$ cat src/rtl/keccak_seq.sv
// Keccak sponge sequencer: absorbs padded blocks and steps the permutation
// one round per cycle, holding the finished hash until it is acknowledged.
module keccak_seq #(
  parameter int ROUNDS = 24
) (
  input  logic       clk,
  input  logic       reset,
  input  logic       in_ready,
  input  logic       is_last,
  input  logic       buffer_full,
  input  logic       pad_out_ready,
  input  logic       hash_ack,
  output logic       f_ack,
  output logic       absorb,
  output logic       round_en,
  output logic [4:0] round_idx,
  output logic       state_clr,
  output logic       out_ready,
  output logic       busy
);

  typedef enum logic [1:0] {
    IDLE,
    ABSORB,
    ROUND,
    DONE
  } state_t;

  localparam logic [4:0] LAST_IDX = 5'(ROUNDS - 1);

  state_t state;
  logic   last_seen;
  logic   block_last;
  logic   word_last;

  // The padder sees the final word when it accepts it, not when it emits.
  assign word_last = in_ready & is_last & ~buffer_full;

  always_ff @(posedge clk) begin
    if (reset) begin
      state      <= IDLE;
      last_seen  <= 1'b0;
      block_last <= 1'b0;
      round_idx  <= 5'd0;
    end else begin
      last_seen <= last_seen | word_last;
      unique case (state)
        IDLE: begin
          if (pad_out_ready) begin
            state      <= ABSORB;
            block_last <= last_seen;
            last_seen  <= word_last;
          end
        end
        ABSORB: begin
          state     <= ROUND;
          round_idx <= 5'd0;
        end
        ROUND: begin
          if (round_idx == LAST_IDX) begin
            state     <= block_last ? DONE : IDLE;
            round_idx <= 5'd0;
          end else begin
            round_idx <= round_idx + 5'd1;
          end
        end
        DONE: begin
          if (hash_ack)
            state <= IDLE;
        end
      endcase
    end
  end

  assign f_ack     = (state == ABSORB);
  assign absorb    = (state == ABSORB);
  assign round_en  = (state == ROUND);
  assign out_ready = (state == DONE);
  assign busy      = (state == ABSORB) | (state == ROUND);
  assign state_clr = (state == DONE) & hash_ack & ~reset;

endmodule

$ cat config.mk
export PLATFORM = sky130hd
export DESIGN_NAME = keccak_seq
export DESIGN_NICKNAME = d
export VERILOG_FILES = /design/src/rtl/keccak_seq.sv
export SDC_FILE = /design/constraint.sdc
export NUM_CORES = 1
export LEC_CHECK = 0
export CAP_MARGIN = 20
export CORE_AREA = 5 5 42 44
export CTS_CLUSTER_DIAMETER = 30
export DETAILED_ROUTE_END_ITERATION = 7
export DIE_AREA = 0 0 47 49
export GPL_ROUTABILITY_DRIVEN = 0
export GPL_TIMING_DRIVEN = 0
export PLACE_DENSITY = 0.74
export SLEW_MARGIN = 5
export SYNTH_ARGS = -nofsm -noshare
export SYNTH_HDL_FRONTEND = slang
export SYNTH_SLANG_ARGS = --single-unit
$ cat constraint.sdc
create_clock -name clk -period 3.9 [get_ports clk]
set_input_delay 0.78 -clock clk [delete_from_list [all_inputs] [get_ports clk]]
set_output_delay 0.78 -clock clk [all_outputs]
set_load 0.01 [all_outputs]
### After elaboration in Yosys (flattened, before gate mapping)

Cells that the tools add are included.
Widths: inputs -> output; s select.

| storage, ports and cells | value |
|---|---|
| register bits | 9 |
| latch bits | 0 |
| memory bits (writable) | 0 |
| bits in read-only memories | 0 |
| input port bits | 7 |
| output and inout port bits | 11 |
| word-level logic and storage cells | 33 |
| memories kept | 0 |

| operators by class | value |
|---|---|
| $add $sub $neg | 1 |
| multipliers | 0 |
| div/mod/pow operators | 0 |
| $lt $le $gt $ge | 0 |
| equality and inequality tests | 7 |
| shifts and indexed selects | 0 |
| multiplexer cells | 9 |
| bitwise gates (word level) | 8 |
| reduce and logical (&&, ||, !) cells | 4 |

Operators by type and width:

| kind | number |
|---|---|
| $pmux 5 s2 | 1 |
| $mux 2 | 4 |
| $pmux 2 s4 | 1 |
| $add 5x1->5 const B | 1 |
| $eq 5x5->1 const B | 1 |
| $mux 5 | 1 |
| $and 1x1->1 | 4 |
| $eq 2x2->1 const B | 2 |
| $ne 2x2->1 const B | 2 |
| $reduce_and 3->1 | 1 |
| $eq 2x1->1 const B | 1 |
| $logic_not 2->1 | 1 |
| $mux 1 | 2 |
| $ne 2x1->1 const B | 1 |
| $not 1->1 | 2 |
| $or 1x1->1 | 2 |
| $reduce_and 2->1 | 1 |
| $reduce_bool 2->1 | 1 |

### Logic depth before layout (Yosys ltp)

| logic depth | value |
|---|---|
| depth in word-level cells | 5 |
| depth in mapped cells | 6 |
| mapped depth without buffers | 5 |

### Worst setup path before layout

Ideal clock, no wire load.

| path | value |
|---|---|
| kind | in2out |
| start point | input port reset |
| end point | output port state_clr |
| arrival | 1.171 ns |
| required time | 3.120 ns |
| setup slack | 1.949 ns |
| stages | 2 |
| path buffers | 1 |
| cells stage by stage | buf_4 and3b_1 |

| on the way | value |
|---|---|
| cells in the longest elaborated chain, start to end | 2 |

Ends and longest elaborated chain:

| item | line | source |
|---|---|---|
| start, declared | 7 | `input logic reset,` |
| $not 1->1 | 80 | `assign state_clr = (state == DONE) & hash_ack & ~reset;` |
| $and 1x1->1 | 80 |  |
| end, declared | 17 | `output logic state_clr,` |

Every way passes these cells.

### Worst setup path in the final report

Ends and elaborated chain as after synthesis.

==> flow_summary.toml <==
[cells_and_area]
finalNonFillerCells = 98
drive_above_1_share = 0.1341
final_net_count = 96
fill_cells = 141
area_growth_syn_to_layout_pct = 38.27
antenna_cells = 0

[critical_path]
critPathLaunchType = "input port"
timing.rr.end = "round_idx[3]"
rrSetupSlack_ns = 2.15
critPathRequiredTime_ns = 3.12
reg2regPathDepth = 6
reg2reg_from = "state[1]"
critPathCaptureType = "primary output"
arrival_ns = 2.12
cp_max_fo = 10
crit_type = "in2out"

[route]
via_per_inst = 5.429
antenna_left = 0
drtPass1Iterations = 4
drc = 0
drtIter0Drc = 9
drt_wl_total_mm = 1.175
via_count = 532
avgRoutedWirePerCell_um = 11.99

[logic_synthesis]
synth_top_area_share = 0.3186
yosysWarningCount = 0
yosysMostFrequentCell = "dfxtp_1"
async_reset_ff_frac = 0
ys_seq_area_frac = 0.3186
netlist_top_cells_area = "dfxtp_1 32%, ha_1 13%, a21oi_1 5.3%, buf_4 4.0%, nand2_1 4.0%"
synth.distinct_cells = 28
ys_top_cells_by_count = "9 x dfxtp_1, 6 x a21oi_1, 6 x ha_1, 6 x nand2_1, 4 x inv_1"
ys_ff_latch = 9
yosys.area.top_type = "dfxtp_1"
synth_enable_flop_cells = 0
syn_inst = 61
syn_avg_cell_area_um2 = 9.271
synth.cell_area_um2 = 565.5
synth_ff_type = "dfxtp_1"
syn_nets = 74

[sta]
slew_headroom = 0.7386
finalSetupTns_ns = 0
drv_slew = 0
finalClockSkew_ns = 0.0001569
timing.final.crit_share = 0.7432
finalSetupViolCount = 0
finalCriticalPeriod_ns = 2.898
rsz0062_at_grt = "false"
worst-slew-pin-transition_ns = 0.3822
worst_slack_ns = 1.002
final-hold-violation-count = 0
fmax_mhz = 345.0

[clock_tree]
cts_buffers = 3
htree_levels = 1
path_clk_slew_ns = 0.06
clkLatencyLatePin_ns = 0.26
cts_tree = "yes"
root_buffer = "clkbuf_4"
cts.sinks = 9
postCtsSetupBuffers = 0
ctsResizeCount = 0
clock_path_buffers = 2
holdBufCountCts = 0

[die]
core_um2 = 1401
num_rows = 14
floorplan.die_area_um2 = 2303
initial_core_util = 0.4036
num_io_pins = 18
die_h_um = 49
dieWidth_um = 47

[global_routing]
grt_max_degree = 11
antenna_found_initial = 0
first_global_vias = 494
groute.usage.overall = 0.1183
grt_pass1_wl_mm = 2.083
grt.overflow.total = 0

[placed_design]
dp_hpwl_um = 907.1
dp_cells = 94
port_buffers = 17
dp_slack_ns = 0.9876

[hold_path]
hold_end = "last_seen"
min_path_cells = 2
hold_start = "last_seen"
hold_path_class = "reg2reg"

[power]
leakage_nw = 0.3281
pwr_density_cell_nw_per_um2 = 483.7
ir_drop_v = 0.0003261

[status]
status = "completed"

[flow_run]
maxCapViolations = 0
## layout make-up
cell class | instances | area (um2) | area share
plain buffers | 4 | 27.53 | 0.03520
clock buffers | 4 | 26.28 | 0.03360
inverters | 4 | 15.01 | 0.01920
multi-input cells | 44 | 342.8 | 0.4384
flip-flops and latches | 9 | 180.2 | 0.2304
well taps | 16 | 20.02 | 0.02560
repair buffers | 17 | 170.2 | 0.2176
## registers in the layout (all words and copies together), names as in the netlist
register	count
round_idx	5
state	2
block_last	1
last_seen	1
## through the flow
stage	power [mW]	hold slack (ns)	util	cell area, um2
after floorplan	0.2371	0.4316	-	565.5
after global placement	0.3051	0.4471	0.5393	755.7
after detailed placement	0.3074	0.4444	0.5393	755.7
after CTS	0.3817	0.4534	0.5580	782.0
after global routing	0.4124	0.4708	0.5580	782.0
final	0.3782	0.4548	0.5580	782.0
## layout by cell type (no fill, tap or decap), drive strengths merged, types with 3 or more instances in the layout
cell type / Yosys / layout
clkdlybuf4s50: 0 / 17
inv: 4 / 4
clkbuf: 0 / 4
nand2: 6 / 6
a21oi: 6 / 6
buf: 4 / 4
ha: 6 / 6
nand3: 3 / 3
nand4b: 3 / 3
dfxtp: 9 / 9
## report_power, final
group          switching (mW)  leakage [nW]  total (mW)  internal [mW]
sequential            0.00877        0.0731       0.111          0.102
combinational          0.0983         0.240       0.195         0.0971
clock                  0.0325        0.0150      0.0720         0.0394
## worst max-delay path: stages
cell             delay (ns)
clkdlybuf4s50_1        0.41
buf_4                  0.18
and3b_1                0.21
clkdlybuf4s50_1        0.53
## worst max-delay path by stage
stage | start | to | slack (ns) | depth (start not counted)
floorplan | reset | state_clr | 1.95 | 2
global placement | reset | state_clr | 1.01 | 4
detailed placement | reset | state_clr | 0.99 | 4
CTS | reset | state_clr | 0.99 | 4
global route | reset | state_clr | 0.96 | 4
finish | reset | state_clr | 1.00 | 4
## cells by family (layout without fill, tap and decap cells)
kind of cell,Yosys count,after routing,share of synthesized area
AOI/OAI and AO/OA,17,17,0.2301
DFF,9,9,0.3186
adders and majority gates,6,6,0.1327
buffers and inverters,8,29,0.07520
and+or+nand+nor,21,21,0.2434
## per-layer routing
| layer | global-route usage | part of all wire | up-vias |
|---|---|---|---|
| met5 | 0 | 0 | - |
| met4 | 0.01382 | 0 | 0 |
| met3 | 0.05535 | 0.077 | 0 |
| met2 | 0.1923 | 0.50 | 16 |
| met1 | 0.1429 | 0.42 | 250 |
| li1 | - | - | 266 |
(Power assumes the default switching activity.)
